[src/rtl/friscv_rambe_ctrl_pkg.sv]
// Shared constants and helpers for the byte-enable RAM request front end.
package friscv_rambe_ctrl_pkg;

    localparam int unsigned RAMBE_ADDR_W    = 8;
    localparam int unsigned RAMBE_DATA_W    = 32;
    localparam int unsigned RAMBE_RSP_DEPTH = 4;

    // Counter width able to hold the values 0..depth inclusive.
    function automatic int unsigned cnt_width(input int unsigned depth);
        return $clog2(depth) + 1;
    endfunction

endpackage

[src/rtl/friscv_rambe_rspfifo.sv]
// Synchronous response FIFO, registered count, first-word-fall-through output.
module friscv_rambe_rspfifo
    import friscv_rambe_ctrl_pkg::*;
#(
    parameter int unsigned DATA_WIDTH = RAMBE_DATA_W,
    parameter int unsigned DEPTH      = RAMBE_RSP_DEPTH
) (
    input  logic                          aclk,
    input  logic                          aresetn,
    input  logic                          push,
    input  logic [DATA_WIDTH-1:0]         push_data,
    input  logic                          pop,
    output logic                          pop_valid,
    output logic [DATA_WIDTH-1:0]         pop_data,
    output logic [cnt_width(DEPTH)-1:0]   count
);

    localparam int unsigned PTR_W = $clog2(DEPTH);
    localparam int unsigned CNT_W = cnt_width(DEPTH);

    logic [DATA_WIDTH-1:0] mem [DEPTH];
    logic [PTR_W-1:0]      wr_ptr;
    logic [PTR_W-1:0]      rd_ptr;
    logic [CNT_W-1:0]      cnt;
    logic                  empty;
    logic                  full;
    logic                  do_push;
    logic                  do_pop;

    assign empty   = (cnt == '0);
    assign full    = (cnt == CNT_W'(DEPTH));
    // Pop only real data; a push into a full FIFO is only taken alongside a pop.
    assign do_pop  = pop & ~empty;
    assign do_push = push & (~full | do_pop);

    // Pointer and occupancy tracking.
    always_ff @(posedge aclk or negedge aresetn) begin
        if (!aresetn) begin
            wr_ptr <= '0;
            rd_ptr <= '0;
            cnt    <= '0;
        end else begin
            if (do_push) wr_ptr <= wr_ptr + PTR_W'(1);
            if (do_pop)  rd_ptr <= rd_ptr + PTR_W'(1);
            case ({do_push, do_pop})
                2'b10:   cnt <= cnt + CNT_W'(1);
                2'b01:   cnt <= cnt - CNT_W'(1);
                default: cnt <= cnt;
            endcase
        end
    end

    // Data storage; contents need no reset since occupancy gates the output.
    always_ff @(posedge aclk) begin
        if (do_push) mem[wr_ptr] <= push_data;
    end

    assign pop_valid = ~empty;
    assign pop_data  = empty ? '0 : mem[rd_ptr];
    assign count     = cnt;

endmodule

[src/rtl/friscv_rambe_ctrl.sv]
// Request front end for the byte-enable RAM: issue stage, RAM drive,
// credit-gated in-order read response path.
module friscv_rambe_ctrl
    import friscv_rambe_ctrl_pkg::*;
#(
    parameter int unsigned ADDR_WIDTH = RAMBE_ADDR_W,
    parameter int unsigned DATA_WIDTH = RAMBE_DATA_W,
    parameter int unsigned RSP_DEPTH  = RAMBE_RSP_DEPTH
) (
    input  logic                    aclk,
    input  logic                    aresetn,
    input  logic                    req_valid,
    output logic                    req_ready,
    input  logic                    req_wr,
    input  logic [ADDR_WIDTH-1:0]   req_addr,
    input  logic [DATA_WIDTH-1:0]   req_wdata,
    input  logic [DATA_WIDTH/8-1:0] req_be,
    output logic                    rsp_valid,
    input  logic                    rsp_ready,
    output logic [DATA_WIDTH-1:0]   rsp_rdata,
    output logic                    busy,
    output logic                    ram_wr_en,
    output logic [DATA_WIDTH/8-1:0] ram_wr_be,
    output logic [ADDR_WIDTH-1:0]   ram_addr_in,
    output logic [DATA_WIDTH-1:0]   ram_data_in,
    output logic [ADDR_WIDTH-1:0]   ram_addr_out,
    input  logic [DATA_WIDTH-1:0]   ram_data_out
);

    localparam int unsigned BE_W  = DATA_WIDTH / 8;
    localparam int unsigned CNT_W = cnt_width(RSP_DEPTH);
    localparam int unsigned SUM_W = CNT_W + 1;

    typedef struct packed {
        logic                  wr;
        logic [ADDR_WIDTH-1:0] addr;
        logic [DATA_WIDTH-1:0] wdata;
        logic [BE_W-1:0]       be;
    } req_t;

    req_t             req_in;
    req_t             iss_q;
    logic             iss_valid;
    logic             rd_pend;
    logic             ready_en;
    logic             accept;
    logic [CNT_W-1:0] fifo_count;
    logic [SUM_W-1:0] credit_used;

    assign req_in = {req_wr, req_addr, req_wdata, req_be};

    // Every read in the issue or RAM stage holds a FIFO slot in reserve, so
    // pushed data always has room even while the consumer stalls.
    assign credit_used = SUM_W'(iss_valid & ~iss_q.wr) + SUM_W'(rd_pend)
                       + SUM_W'(fifo_count);
    assign req_ready   = ready_en & (credit_used < SUM_W'(RSP_DEPTH));
    assign accept      = req_valid & req_ready;

    // Issue stage and RAM-stage read tracking; in-flight reads die on reset.
    always_ff @(posedge aclk or negedge aresetn) begin
        if (!aresetn) begin
            ready_en  <= 1'b0;
            iss_valid <= 1'b0;
            iss_q     <= '0;
            rd_pend   <= 1'b0;
        end else begin
            ready_en  <= 1'b1;
            iss_valid <= accept;
            if (accept) iss_q <= req_in;
            rd_pend   <= iss_valid & ~iss_q.wr;
        end
    end

    assign ram_wr_en    = iss_valid & iss_q.wr;
    assign ram_wr_be    = iss_q.be;
    assign ram_addr_in  = iss_q.addr;
    assign ram_addr_out = iss_q.addr;
    assign ram_data_in  = iss_q.wdata;

    friscv_rambe_rspfifo #(
        .DATA_WIDTH (DATA_WIDTH),
        .DEPTH      (RSP_DEPTH)
    ) u_rspfifo (
        .aclk      (aclk),
        .aresetn   (aresetn),
        .push      (rd_pend),
        .push_data (ram_data_out),
        .pop       (rsp_ready),
        .pop_valid (rsp_valid),
        .pop_data  (rsp_rdata),
        .count     (fifo_count)
    );

    assign busy = iss_valid | rd_pend | (fifo_count != '0);

endmodule

[config.mk]
export PLATFORM = sky130hd
export DESIGN_NAME = friscv_rambe_ctrl
export DESIGN_NICKNAME = d
export VERILOG_FILES = /design/src/rtl/friscv_rambe_ctrl_pkg.sv /design/src/rtl/friscv_rambe_rspfifo.sv /design/src/rtl/friscv_rambe_ctrl.sv
export SDC_FILE = /design/constraint.sdc
export NUM_CORES = 1
export LEC_CHECK = 0
export BUFFER_PORTS_ARGS = -buffer_cell sky130_fd_sc_hd__buf_2
export CORE_UTILIZATION = 30
export DETAILED_ROUTE_END_ITERATION = 10
export RECOVER_POWER = 50
export SYNTH_ARGS = -nofsm -noshare
export SYNTH_HDL_FRONTEND = slang
export SYNTH_SLANG_ARGS = --single-unit
export TNS_END_PERCENT = 5
[constraint.sdc]
create_clock -name aclk -period 1.9 [get_ports aclk]
set_input_delay 0.19 -clock aclk [delete_from_list [all_inputs] [get_ports aclk]]
set_output_delay 0.19 -clock aclk [all_outputs]
set_load 0.1 [all_outputs]
Word level (Yosys, flattened, before mapping)

Memories as Yosys holds them, arrays and structs flattened.
Cells that the tools add are included.

Word-level logic and storage cells: 42
Output and inout port bits: 88
Register bits: 55
Memories: 1
RAM bits: 128
Bits of input ports: 81

Memories:

| memory        | words | bits a word | rd ports | clocked after memory_dff | write ports | RTL line                   | text |
|---|---|---|---|---|---|---|---|
| u_rspfifo.mem | 4     | 32          | 1        | 0                        | 1           | friscv_rambe_rspfifo.sv:21 | `logic [DATA_WIDTH-1:0] mem [DEPTH];` |

Order comparisons: 1
Eq/ne operators: 3
Reductions and logical operators: 3
Bitwise logic cells: 14
Multiplexer cells: 4
Add/sub/neg operators: 6

Operator list:

| cell                                                        | number |
|---|---|
| 2-to-1 mux 32 bit                                           | 1 |
| AND 1 bit                                                   | 6 |
| case mux 3 bit (2 select lines)                             | 1 |
| adder 2 x 1 -> 2 bit (second input constant)                | 2 |
| adder 4 x 1 -> 4 bit                                        | 1 |
| adder 4 x 3 -> 4 bit                                        | 1 |
| AND 1 x 4 -> 4 bit                                          | 1 |
| less-than comparator 4 x 3 -> 1 bit (second input constant) | 1 |
| inverter 1 -> 4 bit                                         | 1 |
| adder 3 x 1 -> 3 bit (second input constant)                | 1 |
| == test 3 bit (second input constant)                       | 1 |
| zero test 3 bit                                             | 1 |
| inverter 1 bit                                              | 3 |
| OR 1 bit                                                    | 3 |
| nonzero test 3 bit                                          | 1 |
| subtractor 3 x 1 -> 3 bit (second input constant)           | 1 |
| == test 2 x 1 -> 1 bit (second input constant)              | 1 |
| == test 2 bit (second input constant)                       | 1 |
| 2-to-1 mux 1 bit                                            | 2 |
| nonzero test 2 bit                                          | 1 |

Depth between registers and ports, before layout

Depth in word-level cells: 7
Gate-level depth with buffers: 9
Depth with buffers taken out: 9

Hierarchy

Synthesis repeated with hierarchy kept, for this count alone.

Cell total of the unflattened synthesis: 419
Area, all modules: 7,757.4 um2

By module, submodules not included:

| module               | cells each | seq. area each (um2) | times used | area an instance (um2) |
|---|---|---|---|---|
| friscv_rambe_rspfifo | 256        | 4,018.9              | 1          | 5,383.9 |
| friscv_rambe_ctrl    | 163        | 1,201.2              | 1          | 2,373.5 |

Worst setup path before layout

OpenSTA, ideal clock, no wires.

Path type: reg-to-output
From: register u_rspfifo.cnt[0] (netlist: u_rspfifo.count[0])
To: output port rsp_rdata[22]
Buffers on the path: 2
Arrival time: 2.563 ns
Data required time: 1.710 ns
Cell stages (with the launch flop): 5
Slack: -0.853 ns
Cell sequence: dfrtp_1 > or3_1 > clkbuf_1 > clkbuf_1 > and2_1

Word-level cells in the longest chain between the ends: 2

RTL lines:

| what                     | RTL line                   | text |
|---|---|---|
| start: declaration       | friscv_rambe_rspfifo.sv:24 | `logic [CNT_W-1:0] cnt;` |
| start signal: assignment | friscv_rambe_rspfifo.sv:46 | `2'b10: cnt <= cnt + CNT_W'(1);` |
| start signal: assignment | friscv_rambe_rspfifo.sv:47 | `2'b01: cnt <= cnt - CNT_W'(1);` |
| start signal: assignment | friscv_rambe_rspfifo.sv:48 | `default: cnt <= cnt;` |
| zero test 3 bit          | friscv_rambe_rspfifo.sv:30 | `assign empty = (cnt == '0);` |
| 2-to-1 mux 32 bit        | friscv_rambe_rspfifo.sv:59 | `assign pop_data = empty ? '0 : mem[rd_ptr];` |
| end: declaration         | friscv_rambe_ctrl.sv:20    | `output logic [DATA_WIDTH-1:0] rsp_rdata,` |

Every way passes these cells.

Worst setup path after layout

From: register u_rspfifo.rd_ptr[0]
To: output port rsp_rdata[0]

Word-level cells in the longest chain between the ends: 2

RTL lines:

| what                     | RTL line                   | text |
|---|---|---|
| start: declaration       | friscv_rambe_rspfifo.sv:23 | `logic [PTR_W-1:0] rd_ptr;` |
| start signal: assignment | friscv_rambe_rspfifo.sv:44 | `if (do_pop) rd_ptr <= rd_ptr + PTR_W'(1);` |
| memory read (4 x 32 bit) | -                          |  |
| 2-to-1 mux 32 bit        | friscv_rambe_rspfifo.sv:59 |  |

Every way passes these cells.

==> impl_metrics.sql <==
INSERT INTO impl_metrics (metric_group, metric, value, unit) VALUES
('critical_path', 'critPathLaunch', 'u_rspfifo.rd_ptr[0]$_DFFE_PN0P_', ''),
('floorplan', 'rows', '57', ''),
('critical_path', 'critPathMaxFanout', '18', ''),
('layout', 'design.final.nets', '704', ''),
('grt', 'gr-total-overflow', '0', ''),
('layout', 'drive_gt1_frac', '0.490', ''),
('synth', 'synth.yosys.warnings', '0', ''),
('run_status', 'outcome', 'finished, violations left', ''),
('cts', 'worstSkewPairLatency', '0.42', 'ns'),
('sta', 'timing.hold.ws', '0.0969', 'ns'),
('floorplan', 'design.die.area', '26000', 'um2'),
('layout', 'final_cell_area_excluding_filler_cells', '10600', 'um2'),
('synth', 'synth.most_common_cell', 'sky130_fd_sc_hd__edfxtp_1', ''),
('layout', 'multi_input_comb_area', '1990', 'um2'),
('placed_design', 'placement.io_buffers', '168', ''),
('sta', 'worst_pin_slew', '1.02', 'ns'),
('synth', 'synth-edff-count', '128', ''),
('sta', 'timing.final.crit_period', '2.10', 'ns'),
('run_status', 'violations', 'negative setup slack', ''),
('placed_design', 'place_inst', '843', ''),
('cts', 'clock_tree.htree_level_count', '4', ''),
('synth', 'simple_gate_share_of_the_synthesized_area', '0.0357', ''),
('sta', 'setup-violations-final', '38', ''),
('floorplan', 'floorplan.io_pins', '169', ''),
('placed_design', 'globalplace.congestion', '0.752', ''),
('critical_path', 'end_kind', 'output pin', ''),
('critical_path', 'critical_path.reg2reg.startpoint', 'u_rspfifo.count[1]$_DFFE_PN0P_', ''),
('synth', 'syn_inst', '402', ''),
('flow_run', 'max-cap-violations', '0', ''),
('synth', 'synth.top_cell.area_share', '0.506', ''),
('sta', 'max-slew-margin-rel', '0.319', ''),
('cts', 'cts.path.max_buffers', '2', ''),
('synth', 'synth_ff_type', 'sky130_fd_sc_hd__edfxtp_1', ''),
('synth', 'top_cells_by_count_synth', 'sky130_fd_sc_hd__edfxtp_1, sky130_fd_sc_hd__dfrtp_1, sky130_fd_sc_hd__buf_4', ''),
('layout', 'finalNonFillerCells', '953', ''),
('cts', 'clkSlewWorstSetupHoldPaths', '0.06', 'ns'),
('layout', 'fillerInstances', '2159', ''),
('sta', 'final_hold_viol_count', '0', ''),
('cts', 'tritoncts.num_buffers', '17', ''),
('layout', 'n_antenna_cell', '0', ''),
('detailed_routing', 'vias_per_cell', '4.22', ''),
('detailed_routing', 'antenna_left', '0', ''),
('detailed_routing', 'drt-wirelength-per-cell', '15.8', 'um'),
('sta', 'timing.final.ws_setup', '-0.204', 'ns'),
('sta', 'max_clock_freq', '0.475', 'GHz'),
('sta', 'final.period_utilization', '1.11', ''),
('floorplan', 'total_core_area', '24600', 'um2'),
('detailed_routing', 'dr.pass1.iters', '4', ''),
('min_path', 'hold_path_class', 'in2reg', ''),
('grt', 'global_route_wire_length_before_repair', '23700', 'um'),
('synth', 'postSynthRegisterBits', '183', ''),
('grt', 'grt_antenna_before_repair', '0', ''),
('critical_path', 'worst-endpoint-required', '1.71', 'ns'),
('cts', 'cts_tree', 'yes', ''),
('critical_path', 'critPathKind', 'reg2out', ''),
('cts', 'cts_setup_buffers', '0', ''),
('synth', 'post_synth.cell_area_avg', '18.9', 'um2'),
('synth', 'synth_top_family_by_area', 'multiplexers', ''),
('layout', 'ff_latch_area', '5220', 'um2'),
('floorplan', 'die_width', '161', 'um'),
('synth', 'syn-num-nets', '490', ''),
('sta', 'report.final.slew_viol_count', '0', ''),
('synth', 'synth.lib_cells_used.distinct', '26', ''),
('synth', 'async_flop_share', '0.301', ''),
('synth', 'synth_compound_gate_area_share', '0.00428', ''),
('critical_path', 'critical_path.startpoint_type', 'register', ''),
('grt', 'maximum_number_of_pins_on_one_net_before_global_route_repair', '37', ''),
('synth', 'synth-seq-area-share', '0.687', ''),
('synth', 'synth.top_cells.by_area', 'sky130_fd_sc_hd__edfxtp_1, sky130_fd_sc_hd__dfrtp_1, sky130_fd_sc_hd__mux4_2', ''),
('placed_design', 'placed_cell_area', '9160', 'um2'),
('synth', 'post_synth_mux_area_share', '0.184', '');
repair_timing:
item                                   in CTS  in global routing
hold buffers                               78                  0
gates cloned                                0                  0
pin swaps                                   2                  3
endpoints found under the hold margin     192                  0
resized for setup                          28                  9
setup endpoints to repair                  82                 82
cell usage in the layout (no fill, tap or decap), types with 2 or more instances in the layout:
cell / synthesis / layout
sky130_fd_sc_hd__and2_2: 0 / 4
sky130_fd_sc_hd__and2_4: 0 / 33
sky130_fd_sc_hd__buf_12: 0 / 44
sky130_fd_sc_hd__buf_2: 4 / 100
sky130_fd_sc_hd__buf_4: 54 / 7
sky130_fd_sc_hd__clkbuf_1: 7 / 33
sky130_fd_sc_hd__clkbuf_16: 0 / 17
sky130_fd_sc_hd__clkinv_4: 0 / 2
sky130_fd_sc_hd__clkinv_8: 0 / 2
sky130_fd_sc_hd__clkinvlp_4: 0 / 2
sky130_fd_sc_hd__dfrtp_1: 55 / 53
sky130_fd_sc_hd__dfrtp_2: 0 / 2
sky130_fd_sc_hd__dlygate4sd3_1: 0 / 78
sky130_fd_sc_hd__edfxtp_1: 128 / 128
sky130_fd_sc_hd__ha_1: 6 / 4
sky130_fd_sc_hd__inv_1: 9 / 9
sky130_fd_sc_hd__inv_6: 0 / 3
sky130_fd_sc_hd__inv_8: 0 / 5
sky130_fd_sc_hd__mux2_2: 7 / 7
sky130_fd_sc_hd__mux2_4: 39 / 39
sky130_fd_sc_hd__mux4_2: 32 / 32
sky130_fd_sc_hd__xnor2_1: 4 / 4
sky130_fd_sc_hd__xor2_1: 2 / 2
through the flow:
| stage | setup slack [ns] | util | setup TNS [ns] |
|---|---|---|---|
| finish | -0.204 | 0.430 | -5.93 |
| global route | -0.277 | 0.430 | -11.67 |
| CTS | -0.268 | 0.430 | -11.76 |
| detailed placement | -0.142 | 0.372 | -4.25 |
| global placement | -0.0593 | 0.372 | -2.19 |
| floorplan | -0.128 | - | -5.29 |
cell type report:
cell class,count,share of cell area
Inverter,9,0.00319
Tap cell,324,0.0383
Timing Repair Buffer,264,0.223
Clock inverter,15,0.0144
Clock buffer,17,0.0402
Multi-Input combinational cell,141,0.188
Sequential cell,183,0.493
state kept, by name (all words and copies together) (netlist names):
signal,flops
iss_valid,1
u_rspfifo.wr_ptr,2
ram_wr_be,4
rd_pend,1
ram_data_in,32
u_rspfifo.count,3
ram_addr_in,8
u_rspfifo.mem,128
iss_q,1
u_rspfifo.rd_ptr,2
ready_en,1
cell families after synthesis:
group | count (synthesis)
flip-flops | 183
adder cells (fa/ha/maj) | 7
AO/OA/AOI/OAI | 4
XOR/XNOR | 6
multiplexers | 79
buffers and inverters | 78
other | 1
AND/OR/NAND/NOR | 44
layer usage:
metal	GRT usage	wire length, um
met1	0.148	6560
met3	0.0295	752
met5	0	0
met2	0.208	7550
met4	0.0425	160
critical path: stages, from the launching register on:
cell                      delay, ns
sky130_fd_sc_hd__dfrtp_2       0.41
sky130_fd_sc_hd__buf_12        0.20
sky130_fd_sc_hd__mux4_2        0.53
sky130_fd_sc_hd__and2_4        0.19
sky130_fd_sc_hd__buf_12        0.16
final timing paths:
kind                       cells after the start  slack (ns)                         endpoint
max in group asynchronous                      3        0.27  u_rspfifo.rd_ptr[0]$_DFFE_PN0P_
min in group asynchronous                      2        0.45       ram_data_in[4]$_DFFE_PN0P_
max                                            4       -0.20                     rsp_rdata[0]
min                                            3         0.1  u_rspfifo.rd_ptr[1]$_DFFE_PN0P_
min reg2reg                                    1        0.50                rd_pend$_DFF_PN0_
max reg2reg                                    8       -0.11   u_rspfifo.count[2]$_DFFE_PN0P_
Power is not shown: default switching activity piles up to over one toggle a cycle in this logic, so the estimate is an artifact.
